===== config.mk =====
export PLATFORM = sky130hd
export DESIGN_NAME = adc_ad4003_capture
export DESIGN_NICKNAME = d
export VERILOG_FILES = /design/src/rtl/adc_ad4003_capture.sv
export SDC_FILE = /design/constraint.sdc
export NUM_CORES = 1
export LEC_CHECK = 0
export BUFFER_PORTS_ARGS = -buffer_cell sky130_fd_sc_hd__buf_4
export CAP_MARGIN = 40
export CORE_ASPECT_RATIO = 0.9
export CORE_UTILIZATION = 45
export DETAILED_ROUTE_END_ITERATION = 12
export GPL_TIMING_DRIVEN = 1
export PLACE_DENSITY = 0.69
export RECOVER_POWER = 100
export SLEW_MARGIN = 25
export SYNTH_ARGS = -nofsm -noshare
export SYNTH_HDL_FRONTEND = slang
export SYNTH_SLANG_ARGS = --single-unit

===== constraint.sdc =====
create_clock -name adc_read_clk -period 1.8 [get_ports adc_read_clk]
set_clock_uncertainty 0.05 [all_clocks]
set_input_delay 0.09 -clock adc_read_clk [delete_from_list [all_inputs] [get_ports adc_read_clk]]
set_output_delay 0.09 -clock adc_read_clk [all_outputs]
set_load 0.03 [all_outputs]

===== src/rtl/adc_ad4003_capture.sv =====
// adc_ad4003_capture: captures N single-ended AD4003 SDO lanes with one shared frame FSM.
// It checks frame length, masks disabled channels, can decimate by summing D frames, and counts output samples.
module adc_ad4003_capture #(
   parameter int unsigned ADC_CHANNELS   = 8,
   parameter int unsigned ADC_DATA_WIDTH = 18,
   parameter int unsigned DECIM_LOG2     = 0,
   parameter int unsigned OUT_WIDTH      = ADC_DATA_WIDTH + DECIM_LOG2,
   parameter int unsigned CNT_WIDTH      = 32
) (
   input  logic                              adc_read_clk,
   input  logic                              rst,
   input  logic [ADC_CHANNELS-1:0]           adc_sdo,
   input  logic                              reader_en_sync,
   input  logic [ADC_CHANNELS-1:0]           chan_en,
   input  logic                              clr_err,
   output logic [OUT_WIDTH*ADC_CHANNELS-1:0] adc_data_arr,
   output logic                              data_valid,
   output logic [CNT_WIDTH-1:0]              sample_cnt,
   output logic                              short_frame_err,
   output logic                              long_frame_err
);

   localparam int unsigned BCW        = $clog2(ADC_DATA_WIDTH + 1);
   localparam int unsigned DCW        = (DECIM_LOG2 > 0) ? DECIM_LOG2 : 1;
   localparam int unsigned DECIM_LAST = (1 << DECIM_LOG2) - 1;

   typedef enum logic [1:0] {ST_IDLE, ST_SHIFT, ST_LATCH, ST_WAIT} state_t;

   state_t                            r_state;
   logic [BCW-1:0]                    r_bit_cnt;
   logic [DCW-1:0]                    r_decim_cnt;
   logic [ADC_DATA_WIDTH-1:0]         r_sr  [ADC_CHANNELS];
   logic [OUT_WIDTH-1:0]              r_acc [ADC_CHANNELS];
   logic [OUT_WIDTH*ADC_CHANNELS-1:0] r_data;
   logic                              r_valid;
   logic [CNT_WIDTH-1:0]              r_sample_cnt;
   logic                              r_short_err;
   logic                              r_long_err;

   logic [OUT_WIDTH-1:0]              w_sum [ADC_CHANNELS];
   logic                              w_group_done;

   // Running sum per lane: the sign-extended frame is added only if the lane is enabled.
   always_comb begin
      for (int c = 0; c < ADC_CHANNELS; c++) begin
         w_sum[c] = r_acc[c];
         if (chan_en[c]) begin
            w_sum[c] = r_acc[c] + OUT_WIDTH'($signed(r_sr[c]));
         end
      end
   end

   // With no decimation the counter stays at 0, so every frame completes a group.
   assign w_group_done = (r_decim_cnt == DCW'(DECIM_LAST));

   always_ff @(posedge adc_read_clk) begin
      if (rst) begin
         r_state      <= ST_IDLE;
         r_bit_cnt    <= '0;
         r_decim_cnt  <= '0;
         r_data       <= '0;
         r_valid      <= 1'b0;
         r_sample_cnt <= '0;
         r_short_err  <= 1'b0;
         r_long_err   <= 1'b0;
         for (int c = 0; c < ADC_CHANNELS; c++) begin
            r_sr[c]  <= '0;
            r_acc[c] <= '0;
         end
      end else begin
         r_valid <= 1'b0;
         // Clear comes first, so an error event in the same cycle still sets its flag.
         if (clr_err) begin
            r_short_err <= 1'b0;
            r_long_err  <= 1'b0;
         end
         case (r_state)
            ST_IDLE: begin
               if (reader_en_sync) begin
                  for (int c = 0; c < ADC_CHANNELS; c++) begin
                     r_sr[c] <= {r_sr[c][ADC_DATA_WIDTH-2:0], adc_sdo[c]};
                  end
                  r_bit_cnt <= BCW'(1);
                  r_state   <= ST_SHIFT;
               end
            end
            ST_SHIFT: begin
               if (reader_en_sync) begin
                  for (int c = 0; c < ADC_CHANNELS; c++) begin
                     r_sr[c] <= {r_sr[c][ADC_DATA_WIDTH-2:0], adc_sdo[c]};
                  end
                  if (r_bit_cnt == BCW'(ADC_DATA_WIDTH - 1)) begin
                     r_bit_cnt <= '0;
                     r_state   <= ST_LATCH;
                  end else begin
                     r_bit_cnt <= r_bit_cnt + BCW'(1);
                  end
               end else begin
                  r_short_err <= 1'b1;
                  r_bit_cnt   <= '0;
                  for (int c = 0; c < ADC_CHANNELS; c++) begin
                     r_sr[c] <= '0;
                  end
                  r_state <= ST_IDLE;
               end
            end
            ST_LATCH: begin
               if (w_group_done) begin
                  for (int c = 0; c < ADC_CHANNELS; c++) begin
                     r_data[OUT_WIDTH*c +: OUT_WIDTH] <= w_sum[c];
                     r_acc[c] <= '0;
                  end
                  r_decim_cnt  <= '0;
                  r_valid      <= 1'b1;
                  r_sample_cnt <= r_sample_cnt + CNT_WIDTH'(1);
               end else begin
                  for (int c = 0; c < ADC_CHANNELS; c++) begin
                     r_acc[c] <= w_sum[c];
                  end
                  r_decim_cnt <= r_decim_cnt + DCW'(1);
               end
               r_state <= ST_WAIT;
            end
            ST_WAIT: begin
               if (reader_en_sync) begin
                  r_long_err <= 1'b1;
               end else begin
                  r_state <= ST_IDLE;
               end
            end
            default: r_state <= ST_IDLE;
         endcase
      end
   end

   assign adc_data_arr    = r_data;
   assign data_valid      = r_valid;
   assign sample_cnt      = r_sample_cnt;
   assign short_frame_err = r_short_err;
   assign long_frame_err  = r_long_err;

endmodule


# [Word level (Yosys, flattened, before mapping)]
# Memories as Yosys holds them, arrays and structs flattened.
# Index checks and enable logic that the tools add are counted.
[op_classes] n_addsub=11 n_eq_ne=7 mux=85 bitwise_logic=41 n_reduce_logical=5
[ops] cell="18-bit 2-to-1 mux" count=48
[ops] cell="18-bit adder" count=8
[ops] cell="1-bit OR" count=40
[ops] cell="32-bit by 1-bit adder with 32-bit output, second input constant" count=1
[ops] cell="1-bit 2-to-1 mux" count=28
[ops] cell="5-bit 2-to-1 mux" count=3
[ops] cell="5-bit case mux with 2 select lines" count=1
[ops] cell="2-bit 2-to-1 mux" count=4
[ops] cell="2-bit case mux with 4 select lines" count=1
[ops] cell="5-bit by 1-bit adder with 5-bit output, second input constant" count=1
[ops] cell="5-bit == test, second input constant" count=1
[ops] cell="2-bit == test, second input constant" count=2
[ops] cell="2-bit != test, second input constant" count=2
[ops] cell="2-bit AND reduction" count=2
[ops] cell="3-bit != test, second input constant" count=1
[ops] cell="3-bit AND reduction" count=1
[ops] cell="2-bit by 1-bit == test with 1-bit output, second input constant" count=1
[ops] cell="2-bit zero test" count=1
[ops] cell="2-bit nonzero test" count=1
[ops] cell="1-bit adder, second input constant" count=1
[ops] cell="1-bit NOT" count=1
[totals] ff_bits=187 ramBits=288 output_inout_bits=179 wordCells=159 memories=2
[mem_list] memory="r_acc" depth=8 word_bits=18 read_ports=8 rd_clocked_by_memory_dff=0 wr=8 line_no="33" source="logic [OUT_WIDTH-1:0] r_acc [ADC_CHANNELS];"
[mem_list] memory="r_sr" depth=8 word_bits=18 read_ports=8 rd_clocked_by_memory_dff=0 wr=8 line_no="32" source="logic [ADC_DATA_WIDTH-1:0] r_sr [ADC_CHANNELS];"

# [Depth between registers and ports, before layout]
[depth] word_depth=7 depth_mapped=9 ltp_nobuf=6

# [Worst setup path after synthesis]
# No wires, ideal clock.
[synth_path] path_kind="flip-flop to flip-flop" from="reg r_sample_cnt[7] (netlist: sample_cnt[7])" to="reg r_sample_cnt[25] (netlist: sample_cnt[25])" setup_time_ns=0.070 arrival_ns=2.043 slack_ns=-0.364 path_stages_with_launch=6 n_path_buf=1 period_less_slack_ns=2.164 path_cell_list="dfxtp_1 -> nand4_2 -> or4_4 -> buf_6 -> or4_1 -> a21oi_1"
[synth_via] elab_chain_len=1
[synth_lines] item="start, declared" line_no="36" source="logic [CNT_WIDTH-1:0] r_sample_cnt;"
[synth_lines] item="start signal, assigned" line_no="115" source="r_sample_cnt <= r_sample_cnt + CNT_WIDTH'(1);"
[synth_lines] item="32-bit by 1-bit adder with 32-bit output" line_no="115"
# Every way passes these cells.
# A chain may end at the register's enable or synchronous reset.

# [Final worst setup path]
[layout_path] from="reg r_state[0]" to="reg r_sample_cnt[27] (netlist: sample_cnt[27])"
[layout_via] elab_chain_len=2
[layout_lines] item="start, declared" line_no="29" source="state_t r_state;"
[layout_lines] item="start signal, assigned" line_no="58" source="r_state <= ST_IDLE;"
[layout_lines] item="start signal, assigned" line_no="84" source="r_state <= ST_SHIFT;"
[layout_lines] item="start signal, assigned" line_no="94" source="r_state <= ST_LATCH;"
[layout_lines] item="2-bit == test" line_no="77" source="case (r_state)"
[layout_lines] item="2-bit AND reduction (no line)"
# Every way passes these cells.

==> summary.txt <==
Clk Latency, worst-skew pair - 510 ps
layout cells sized above 1 - 14.1%
final setup fails - 42
routability cong. - 0.802
CTS Sinks - 330
cell count after synthesis - 1030
Final min period - 1920 ps
Die Y - 154 um
row count - 55
Final Net Count - 1280
async set-reset flop share out of synthesis - 0%
CTS max path bufs - 3
FF-to-FF path depth - 4
CTS clk-pin slew, worst paths - 60 ps
number of global-route vias before repair - 8049
port bufs - 198
failing checks - setup timing
flops & latches, synth - 330
Synth warnings - 0
average instance area after synthesis - 11.2 um2
Worst R2R Start - r_state[0]
synth unique cells - 47
max_cap viols - 0
area grow syn2layout - 24.2%
PwrDens - 1040 mW/mm2
EDFF count, synth - 72
Top Ports - 199
CP startpoint - r_state[0]
CTS tree - done
CP Class - flop to flop
final instance area - 0.0143 mm2
root buffer cell - clkbuf_16
Hold/Removal Path Class - input pin to flop
post-place instance area - 0.0136 mm2
sum of negative setup slack - -904 ps
initial drt markers - 553
Worst Setup Start Kind - flop
gr ovfl total - 0
Setup crit end - sample_cnt[27]
CP Data Required Time - 2180 ps
crit share post-route - 106%
HP Start - chan_en[2]
worst reg2reg endpoint - sample_cnt[27]
WL final - 26.1 mm
VDD IR-drop max - 0.000759 V
Die ar. - 0.0262 mm2
routed len/inst - 16.1 um
Slew @ Worst Pin - 536 ps
final-report hold violation count - 0
synth top area cells - dfxtp_1 (45%), edfxtp_1 (19%), a22o_1 (11%), nand2_1 (5.0%), and2_1 (4.5%)
Inserted Clock Buffers - 34
post-DP HPWL - 16.0 mm
Max-slew headroom - 64.3%
GR Util All Layers - 19.7%
Initial Util - 45.8%
CP Capture Type - flop
final worst slack - -116 ps
unrepaired setup endpoints after global routing - yes
Pre-antenna DRT Iters - 4
Max Freq - 522 MHz
Most used DFF post-synth - dfxtp_1
Core Area - 0.0251 mm2
CP max FO - 7
net count after synthesis - 1053
Residual DRC - 0
Synth top area share - 44.9%
status - finished, violations left
DRT antenna net count - 0
diode count - 0
sequential fraction of the synthesis area - 63.7%
Via Count - 8441
initial antenna violation count - 0
leading area contributor after synthesis - dfxtp_1
via/cell ratio - 5.20
H-tree Lvls - 2
die width - 170 um
R2R Setup Slk - -120 ps
Leak - 0.00529 uW
first-pass GRT wire length - 42.0 mm
pin count of the biggest net entering global routing - 85
Cell Area, Synth - 0.0115 mm2
Final Max Slew Viols - 0
arrival time worst endpoint - 2290 ps
## timing repair
item / CTS / global route
hold buffers: 12 / 0
gates resized for setup: 12 / 29
setup endpoints to repair: 140 / 279
hold endpoints to repair: 15 / 0
pin swaps: 5 / 17
gates cloned: 2 / 0
setup buffers: 2 / 0
## layer usage
metal  part of all wire [%]  vias to the layer above  GRT usage (%)  wire [um]
li1                       -                     4135              -          -
met2                     44                      200           29.6      11500
met5                      0                        -              0          0
met3                    6.2                       35           5.05       1620
met1                     48                     4071           28.2      12600
met4                    1.5                        0           5.02        386
## final cells by class
| class | instances | area, um2 |
|---|---|---|
| Clock inverter | 10 | 73.8 |
| Tap cell | 342 | 428 |
| Multi-Input combinational cell | 618 | 3930 |
| Sequential cell | 330 | 7370 |
| Fill cell | 2260 | 10800 |
| Timing Repair Buffer | 266 | 1440 |
| Clock buffer | 50 | 1010 |
| Inverter | 7 | 26.3 |
## kinds of logic (layout without fill, tap and decap cells)
kind of cell | after synthesis | count (layout) | share of synthesized area (%)
compound gates | 267 | 267 | 16.8
xor+xnor | 13 | 13 | 0.991
fa+ha+maj | 3 | 3 | 0.327
buf+inv | 84 | 333 | 3.30
flops | 330 | 330 | 63.7
mux | 1 | 1 | 0.0871
simple gates | 332 | 334 | 14.7
## Yosys cell counts, drive strengths merged (5+ instances only)
master / number
dfxtp: 258
nand2: 154
a22o: 144
a21oi: 96
and2: 83
edfxtp: 72
clkbuf: 51
buf: 26
nor2: 24
or4: 15
nand4: 14
o31ai: 13
nand3: 11
xor2: 11
inv: 7
o21ai: 7
and3: 6
or3: 5
## stage by stage
| step | cells | total power (uW) | worst slack [ps] | hold WS, ps | utilization, % |
|---|---|---|---|---|---|
| after floorplan | 1030 | 8110 | -156 | 176 | - |
| after global placement | 1547 | 8280 | -163 | 287 | 54.3 |
| after detailed placement | 1547 | 8290 | -252 | 300 | 54.3 |
| after CTS | 1623 | 15000 | -124 | 149 | 59.4 |
| after global routing | 1623 | 15400 | -167 | 54.3 | 56.8 |
| final | 1623 | 14900 | -116 | 44.2 | 56.8 |
## worst min-delay path by stage
stage	end	cells past startpoint
2_1_floorplan	r_sr[0][0]	2
3_3_place_gp	r_sr[1][54]	3
3_5_place_dp	r_sr[1][54]	3
4_1_cts	adc_data_arr[102]	4
5_1_grt	adc_data_arr[34]	3
6_report	adc_data_arr[52]	3
## state kept, by name, summed over array words and instances, names as in the netlist, named ones only
| signal | cells |
|---|---|
| adc_data_arr | 144 |
| data_valid | 1 |
| long_frame_err | 1 |
| r_bit_cnt | 5 |
| r_sr | 144 |
| r_state | 1 |
| sample_cnt | 32 |
| short_frame_err | 1 |
## power breakdown
| group | switching, uW | internal, uW |
|---|---|---|
| logic | 264 | 126 |
| registers | 63.1 | 7680 |
| clock network | 2820 | 3920 |
## layout by cell type, fill, tap and decap left out, drive strengths merged, types with 2 or more instances in the layout
cell,n
ha,3
dlygate4sd3,12
nand2,154
o21ai,7
and2,83
and3,6
nor2b,2
o21ba,2
xor2,11
dfxtp,258
nand3,11
nor2,24
a21oi,96
o31ai,13
clkinv,9
or3,5
nor4,2
nand2b,2
clkbuf,234
or2,4
buf,70
nand4b,2
and4,3
nand4,14
a22o,144
inv,7
edfxtp,72
or4,17
xnor2,2
## critical path, cell delays in order (launching register included)
cell and delay [ps]:
dfxtp_2 320, nand4b_4 200, or4_4 630, or4_4 510
a21oi_2 130
No activity file was read; power rests on OpenSTA's default activity.
